==> src/rtl/uart_frame_loader.sv <==
// Moves received UART bytes into the image RAM (load) and streams the
// RAM back out through the UART transmitter (dump).
module uart_frame_loader #(
  parameter int ADDR_W    = 16,
  parameter int NUM_BYTES = 65536
) (
  input  logic              clk_,
  input  logic              rst,
  input  logic              rx_rdy,
  input  logic [7:0]        rx_data,
  output logic              rx_rdy_clr,
  input  logic              tx_busy,
  output logic              tx_wr_en,
  output logic [7:0]        tx_data,
  output logic [ADDR_W-1:0] mem_addr,
  output logic [7:0]        mem_wdata,
  output logic              mem_we,
  input  logic [7:0]        mem_rdata,
  input  logic              dump_start,
  output logic              load_done,
  output logic              dump_done,
  output logic              busy
);

  typedef enum logic [2:0] {
    IDLE,
    LD_WR,
    DP_RD,
    DP_LAT,
    DP_REQ,
    DP_WAIT
  } state_t;

  localparam logic [ADDR_W-1:0] LAST = ADDR_W'(NUM_BYTES - 1);

  state_t            state;
  logic [ADDR_W-1:0] cnt;
  logic              clr_guard;

  assign mem_addr = cnt;

  always_ff @(posedge clk_ or posedge rst) begin
    if (rst) begin
      state      <= IDLE;
      cnt        <= '0;
      clr_guard  <= 1'b0;
      rx_rdy_clr <= 1'b0;
      tx_wr_en   <= 1'b0;
      tx_data    <= '0;
      mem_wdata  <= '0;
      mem_we     <= 1'b0;
      load_done  <= 1'b0;
      dump_done  <= 1'b0;
      busy       <= 1'b0;
    end else begin
      load_done  <= 1'b0;
      dump_done  <= 1'b0;
      mem_we     <= 1'b0;
      rx_rdy_clr <= 1'b0;
      clr_guard  <= 1'b0;
      unique case (state)
        IDLE: begin
          // rx_rdy right after a write is the stale flag still clearing
          if (rx_rdy && !clr_guard) begin
            mem_wdata  <= rx_data;
            mem_we     <= 1'b1;
            rx_rdy_clr <= 1'b1;
            busy       <= 1'b1;
            state      <= LD_WR;
          end else if (dump_start && cnt == '0) begin
            busy  <= 1'b1;
            state <= DP_RD;
          end
        end
        LD_WR: begin
          clr_guard <= 1'b1;
          busy      <= 1'b0;
          state     <= IDLE;
          if (cnt == LAST) begin
            cnt       <= '0;
            load_done <= 1'b1;
          end else begin
            cnt <= cnt + 1'b1;
          end
        end
        DP_RD: state <= DP_LAT;
        DP_LAT: begin
          tx_data  <= mem_rdata;
          tx_wr_en <= 1'b1;
          state    <= DP_REQ;
        end
        DP_REQ: begin
          if (tx_busy) begin
            tx_wr_en <= 1'b0;
            state    <= DP_WAIT;
          end
        end
        DP_WAIT: begin
          if (!tx_busy) begin
            if (cnt == LAST) begin
              cnt       <= '0;
              dump_done <= 1'b1;
              busy      <= 1'b0;
              state     <= IDLE;
            end else begin
              cnt   <= cnt + 1'b1;
              state <= DP_RD;
            end
          end
        end
        default: begin
          busy  <= 1'b0;
          state <= IDLE;
        end
      endcase
    end
  end

endmodule

==> config.mk <==
export PLATFORM = sky130hd
export DESIGN_NAME = uart_frame_loader
export DESIGN_NICKNAME = d
export VERILOG_FILES = /design/src/rtl/uart_frame_loader.sv
export SDC_FILE = /design/constraint.sdc
export NUM_CORES = 1
export LEC_CHECK = 0
export ABC_AREA = 1
export CAP_MARGIN = 20
export CORE_AREA = 2 2 69 71
export CTS_CLUSTER_SIZE = 10
export DETAILED_ROUTE_END_ITERATION = 8
export DIE_AREA = 0 0 71 73
export GPL_TIMING_DRIVEN = 0
export PLACE_DENSITY = 0.78
export SYNTH_ARGS = -nofsm -noshare
export SYNTH_HDL_FRONTEND = slang
export SYNTH_SLANG_ARGS = --single-unit
==> constraint.sdc <==
create_clock -name clk_ -period 1.47 [get_ports clk_]
set_input_delay 0.294 -clock clk_ [delete_from_list [all_inputs] [get_ports clk_]]
set_output_delay 0.294 -clock clk_ [all_outputs]
set_load 0.01 [all_outputs]
-- Word level (Yosys, flattened, before mapping)
Index checks and enable logic that the tools add are counted.
- register bits after elaboration: 41
- output and inout port bits: 38
- add/subtract/negate cells: 1
- eq/ne operators: 10
- muxes and demuxes: 23
- bitwise logic cells: 1
- reduce and logical (&&, ||, !) cells: 13
- operator list (kind ; count):
    $mux W16 ; 2
    $pmux W16 S2 ; 1
    $add A16 B1 Y16 const B ; 1
    $eq A16 B16 Y1 const B ; 1
    $logic_not A16 Y1 ; 1
    $pmux W3 S5 ; 1
    $mux W1 ; 12
    $mux W3 ; 4
    $eq A3 B2 Y1 const B ; 2
    $eq A3 B3 Y1 const B ; 2
    $ne A2 B2 Y1 const B ; 3
    $reduce_and A2 Y1 ; 3
    $reduce_and A4 Y1 ; 1
    $reduce_bool A2 Y1 ; 2
    $eq A3 B1 Y1 const B ; 1
    $logic_not A3 Y1 ; 1
    $ne A3 B3 Y1 const B ; 1
    $pmux W1 S3 ; 1
    $reduce_and A3 Y1 ; 1
    $reduce_or A3 Y1 ; 1
    $logic_and A1 B1 Y1 ; 2
    $mux W2 ; 1
    $pmux W1 S2 ; 1
    $logic_not A1 Y1 ; 1
    $not A1 Y1 ; 1

-- Longest topological paths before layout
Gate-level depths: netlist of run 1.
- depth in word-level cells: 5
- gate-level depth with buffers: 11

-- Least setup slack after synthesis of run 1
No wires, ideal clock.
- path type: reg2reg
- from: reg cnt[0] (netlist: mem_addr[0])
- to: reg cnt[3] (netlist: mem_addr[3])
- setup time: 132 ps
- arrival: 1248 ps
- data required time: 1338 ps
- path slack: 90 ps
- stages on the path, launching flop included: 9
- path buffers: 0
- clock period less this slack: 1380 ps
- cell sequence: dfrtp_1 > ha_1 > nand2_1 > nor2_2 > nand2_2 > nor2_4 > nand3_2 > o21ai_0 > a21oi_1
- word-level cells in the longest chain between the ends: 4
- RTL lines (element ; RTL line ; source):
    start: declaration ; 37 ; logic [ADDR_W-1:0] cnt;
    start signal: assignment ; 83 ; cnt <= cnt + 1'b1;
    start signal: assignment ; 106 ; cnt <= cnt + 1'b1;
    $add A16 B1 Y16 / $eq A16 B16 Y1 (equally long branches) ; n/a ;
    $mux W16 (*) ; 79, 100 ;
    $mux W16 ; 99 ; if (!tx_busy) begin
    $pmux W16 S2 (*) ; 61 ; unique case (state)
Mark *: on every way between the ends. The rest lies on a longest branch, timed or not. The select of a mux whose other input is x is not followed.
A chain may end at the register's enable or synchronous reset.

-- Final worst setup path of run 1
- from: reg cnt[1] (netlist: mem_addr[1])
- to: reg cnt[14] (netlist: mem_addr[14])
The elaborated chain is that of the path after synthesis.

==> run metrics, run 1 <==
outcome=finished, violations left; failing checks=negative setup slack; drt pass-1 iters=4; clock skew=0.00555 ns; Initial Utilization=0.447; most frequent cells in the layout=61 x nand2_1, 34 x dfrtp_1, 33 x dlygate4sd2_1; placed inst area=0.00268 mm^2; worst-margin pin slew=0.846 ns; Crit path buffers/inverters=0; clk slew on worst S/H paths=0.08 ns; initial DRC count=133; Boundary Pins=59; CP max FO=4; crit-path leading delay family=simple AND/OR/NAND/NOR gates; Period minus WS final=1.54 ns; Yosys top cell area share=0.506; total placed cells including tap cells=351; H-Tree Level Count=2; Avg Cell Area, Syn=8.49 um^2; Die W=71 um; CTS Buf Count=5; post-route ant nets=0; Arr. time, crit path=1.76 ns; number of global-route vias before repair=1,790; port bufs=58; DRT Wirelength=5050 um; Layout fillers=373; worst vdd ir=1.08 mV; CTS tree=yes; initial antenna violation count=0; Final Setup Violations=9; GRT overflow=0; design area=0.00303 mm^2; clock sink count=41; row cnt=25; hold-fix buffers at CTS=0; RSZ-0062 raised after global routing=true; Cell Area, Synth=0.00203 mm^2; area leader, netlist=dfrtp_1; Unique masters post-synth=28; Syn Nets=262; leading post-synthesis cells by cell area=dfrtp_1 51%, nand2_1 12%, nor2_1 5.2%; clock root cell=clkbuf_8; CP Class=flop to flop; CP Capture Type=flop; pin count of the biggest net entering global routing=42; Worst slew margin=0.435; die area=0.00518 mm^2; Slowest-stage cell, CP=dfrtp_1; Tot GR Track Use=0.199; final non-filler cell total=378; total number of vias=1,915; layout overhead on the synthesized area=49.3%; final worst slack=-0.0652 ns; CP cell instances=ha_2, nand2_2, nor2_4, nand2_4, nor2_4, nand2_2, nor2_2, xor2_1; Pins Over Slew Limit=0; CTS Buffer Depth=2; Final Wtd Congestion=0.800; NumNets Final=346; Largest stage delay, worst path=0.40 ns; hold crit path type=input port to asynchronous set/reset pin; Ys Warns=0; Startpoint Class=flop; Die Y=73 um; final period utilization=1.04; commonest non-fill, non-tap cell in the layout=nand2_1; Final Hold Fails=0; Mapped Cells=239; #FFs+latches synth=41; DR DRC count=0; sequential element share of the synthesized area=0.506; Static Leak=1.57 nW; vias per cell=5.07; Max Clk Rate=651 MHz; clock insertion delay at the later pin of the skew report=0.30 ns; CP Data Required Time=1.70 ns; core area=0.00454 mm^2; hold slack=0.472 ns; layout cell share with drive strength beyond 1=0.250; max-cap violations=0; Wirelength per Cell=13.3 um; first-pass GRT wire length=8080 um; Ant. Diodes=0; total power divided by cell area=1650 mW/mm^2; hpwl dp=3140 um
## metal layers
metal / share of wire / track usage / vias up
met5: 0 / 0 / -
met4: 0.021 / 0.0985 / 0
met3: 0.047 / 0.0359 / 8
met2: 0.50 / 0.332 / 59
met1: 0.43 / 0.251 / 908
li1: - / - / 940
## what timing repair did
| item | CTS | global route |
|---|---|---|
| buffers inserted | 17 | 1 |
| cloned | 0 | 1 |
| gates resized for setup | 42 | 31 |
| setup endpoints to repair | 46 | 31 |
| pin swaps | 0 | 10 |
## power by group
| group | total [W] | switching [W] | internal, W |
|---|---|---|---|
| Clock | 0.00108 | 0.000406 | 0.000675 |
| Sequential | 0.00173 | 0.000226 | 0.00151 |
| Combinational | 0.00217 | 0.00116 | 0.00101 |
| Total | 0.00498 | 0.00179 | 0.00319 |
## cells by family after synthesis
kind of cell / after synthesis / synth area share
xor gates and xnor gates: 2 / 0.00863
and+or+nand+nor: 133 / 0.299
buffers and inverters: 31 / 0.0684
muxes: 8 / 0.0444
AOI/OAI and AO/OA: 22 / 0.0617
DFF: 41 / 0.506
adders and majority gates: 2 / 0.0123
## flip-flops by register name, summed over array words and instances (netlist names)
name / flops
load_done: 1
tx_wr_en: 1
mem_we: 1
dump_done: 1
tx_data: 8
busy: 1
clr_guard: 1
mem_wdata: 8
state: 3
mem_addr: 16
## area by class of cell
class,count,area (um^2),share of cell area
sequential,41,1030,0.342
inverter,27,101,0.0335
timing repair buffer,76,687,0.227
buffer,4,37.5,0.0124
clock buffer,5,68.8,0.0227
tap,54,67.6,0.0223
multi-input combinational,168,967,0.319
clock inverter,3,65.1,0.0215
## cells in the mapped netlist
cell type,number
nand3_1,15
xnor2_1,1
o21bai_1,1
a31oi_1,1
nor3b_1,1
xor2_1,1
buf_4,2
mux2_2,8
ha_1,2
nor2_1,28
o21ai_2,1
nand2_2,4
nor2_4,3
dfrtp_1,41
inv_1,25
nand3_2,1
a21oi_1,9
nor3_1,3
inv_2,1
buf_6,2
nand4_1,7
nor2_2,5
a21oi_2,1
a32oi_1,1
nand2_1,65
clkinv_1,1
o21ai_0,8
nor3_4,1
## per-stage QoR
step / utilization / power, W / setup TNS (ns) / worst slack, ns
after floorplan: - / 0.00295 / 0 / 0.0896
after global placement: 0.590 / 0.00384 / -28.79 / -0.649
after detailed placement: 0.590 / 0.00390 / -2.45 / -0.213
after CTS: 0.644 / 0.00489 / -0.0863 / -0.0164
after global routing: 0.668 / 0.00533 / -1.64 / -0.128
final: 0.668 / 0.00498 / -0.314 / -0.0652
## worst paths after layout
check | cells past startpoint | to | slack [ns] | startpoint
worst max-delay path | 8 | mem_addr[14] | -0.07 | mem_addr[1]
worst min-delay path | 2 | mem_addr[2] | 0.47 | rst
worst max register to register | 8 | mem_addr[14] | -0.07 | mem_addr[1]
worst min register to register | 2 | busy | 0.48 | busy
max in group asynchronous | 2 | mem_addr[3] | 0.40 | rst
min in group clk_ | 2 | busy | 0.48 | busy
No activity file was read; power rests on OpenSTA's default activity.
==> run 2: changes to the inputs <==
--- a/config.mk
+++ b/config.mk
@@ -7,12 +7,11 @@
 export LEC_CHECK = 0
 export ABC_AREA = 1
 export CAP_MARGIN = 20
-export CORE_AREA = 2 2 69 71
+export CORE_AREA = 2 2 86 88
 export CTS_CLUSTER_SIZE = 10
 export DETAILED_ROUTE_END_ITERATION = 8
-export DIE_AREA = 0 0 71 73
+export DIE_AREA = 0 0 88 90
 export GPL_TIMING_DRIVEN = 0
-export PLACE_DENSITY = 0.78
 export SYNTH_ARGS = -nofsm -noshare
 export SYNTH_HDL_FRONTEND = slang
 export SYNTH_SLANG_ARGS = --single-unit
==> run metrics, run 2 (same netlist as run 1, synthesis figures left out) <==
final period utilization=1.02 (-0.0280); GRT overflow=0 (unchanged); CTS Buf Count=5 (unchanged); H-Tree Level Count=2 (unchanged); RSZ-0062 raised after global routing=true; Initial Utilization=0.289 (-0.158); NumNets Final=357 (+3.2%); Logic pwr share=0.493 (+0.058); Period minus WS final=1.49 ns (-0.0411 ns); clock insertion delay at the later pin of the skew report=0.30 ns (about the same); clock sink count=41 (unchanged); Max Clk Rate=669 MHz (+2.8%); max reg flops=16 (unchanged); register share of total power=0.340 (-0.008); Final Wtd Congestion=0.829 (+3.6%); most frequent cells in the layout=61 x nand2_1, 37 x dlygate4sd2_1, 32 x dfrtp_1; layout cell share with drive strength beyond 1=0.296 (+0.0455); post-route ant nets=0 (unchanged); number of global-route vias before repair=1,860 (+3.9%); clock root cell=clkbuf_8; DRT Wirelength=5090 um (+0.81%); clock skew=0.00579 ns (+0.000243 ns); Pins Over Slew Limit=0 (unchanged); row cnt=31 (+24%); CP max FO=5 (+1); internal power=0.00319 W (-0.14%); clk slew on worst S/H paths=0.08 ns (about the same); hold slack=0.335 ns (-0.137 ns); CTS tree=yes; DR DRC count=0 (unchanged); Static Leak=1.60 nW (+1.8%); Net Sw Power=0.00191 W (+6.5%); Final Hold Fails=0 (unchanged); final worst slack=-0.0241 ns (+0.0411 ns); commonest non-fill, non-tap cell in the layout=nand2_1; Ant. Diodes=0 (unchanged); initial DRC count=55 (-59%); Wirelength per Cell=11.7 um (-12%); port bufs=58 (unchanged); initial antenna violation count=0 (unchanged); share of total power in the clock network=0.166 (-0.051); Die Y=90 um (+23%); total placed cells including tap cells=397 (+13%); layout overhead on the synthesized area=57.7%; final non-filler cell total=434 (+15%); Tot GR Track Use=0.131 (-0.0682); CP Class=flop to flop; pin count of the biggest net entering global routing=23 (-45%); hold-fix buffers at CTS=0 (unchanged); worst-margin pin slew=0.487 ns (-0.359 ns); failing checks=negative setup slack; Sw Share=0.375 (+0.0150); total power divided by cell area=1590 mW/mm^2 (-3.2%); Arr. time, crit path=1.69 ns (-0.07 ns); Boundary Pins=59 (unchanged); first-pass GRT wire length=8320 um (+3.0%); Reg2Reg Setup Slack=-0.02 ns (+0.04 ns); Die W=88 um (+24%); drt pass-1 iters=4 (unchanged); outcome=finished, violations left; die area=0.00792 mm^2 (+53%); Startpoint Class=flop; CTS Buffer Depth=2 (unchanged); worst vdd ir=0.681 mV (-37%); Final Setup Violations=7 (-2); hold crit path type=input port to asynchronous set/reset pin; hpwl dp=3380 um (+7.8%); core area=0.00702 mm^2 (+55%); CP Data Required Time=1.67 ns (-0.03 ns); CP Capture Type=flop; Worst R2R Path Depth=8 (unchanged); max-cap violations=0 (unchanged); total number of vias=1,964 (+2.6%); vias per cell=4.53 (-11%); Worst slew margin=0.675 (+0.240)
==> run 2: cell count changes in the layout (fill, tap and decap cells not counted), moves of 3 or more <==
cell | previous run | this run
nand3_2 | 1 | 4
nand3_1 | 15 | 12
dlygate4sd2_1 | 33 | 37
dlymetal6s2s_1 | 5 | 0
o21ai_1 | 0 | 4
buf_4 | 20 | 27
inv_1 | 24 | 21
==> run 2: worst max-delay path, cell delays in order, from the launching register on <==
cell and delay [ns]:
dfrtp_2 0.38, buf_4 0.14, nand2_1 0.09, nor2_4 0.21, nand2_1 0.08, o21bai_1 0.28
nand2_1 0.09, nor2_1 0.09, nor2_1 0.04
==> run 2: power groups by stage <==
| stage | logic, W | clock network, W | registers [W] |
|---|---|---|---|
| final | 0.00251 | 0.000848 | 0.00173 |
| after global routing | 0.00274 | 0.000937 | 0.00180 |
| after CTS | 0.00225 | 0.000883 | 0.00174 |
| after detailed placement | 0.00211 | 0 | 0.00180 |
| after global placement | 0.00207 | 0 | 0.00180 |
| after floorplan | 0.00103 | 0 | 0.00192 |
==> run 2: through the flow <==
step,power [W],setup TNS (ns),instance area [um^2],utilization,setup WS (ns)
finish,0.00510,-0.0864,3200,0.456,-0.0241
global route,0.00548,-1.48,3200,0.456,-0.131
CTS,0.00488,-0.240,3070,0.437,-0.0670
detailed placement,0.00391,-3.10,2760,0.393,-0.259
global placement,0.00387,-33.30,2730,0.389,-0.741
floorplan,0.00295,0,2030,-,0.0896
==> run 2: what timing repair did <==
item	in CTS	in global routing
gates resized for setup	70	24
buffers inserted	19	8
pin swaps	11	8
setup endpoints to repair	53	23
cloned	1	1
==> run 2: layout make-up <==
| cell class | instances | area, um^2 |
|---|---|---|
| buffer | 4 | 37.5 |
| clock buffer | 7 | 96.3 |
| clock inverter | 1 | 8.76 |
| fill | 698 | 3820 |
| inverter | 27 | 109 |
| multi-input combinational | 168 | 1010 |
| sequential | 41 | 1040 |
| tap | 99 | 124 |
| timing repair buffer | 87 | 777 |
==> run 2: metal layers <==
layer	up-vias	share of wire	routed length, um	track usage
met4	0	0.014	70	0.0372
met1	937	0.43	2180	0.158
met5	-	0	0	0
met2	54	0.50	2550	0.222
li1	965	-	-	-
met3	8	0.057	289	0.0422
==> run 2: worst paths after layout <==
path | to | startpoint
worst max-delay path | state[1] | mem_addr[14]
worst min-delay path | mem_addr[0] | rst
worst max register to register | state[1] | mem_addr[14]
max in group asynchronous | state[1] | rst
min in group clk_ | mem_wdata[2] | mem_wdata[2]
worst min register to register | mem_wdata[2] | mem_wdata[2]
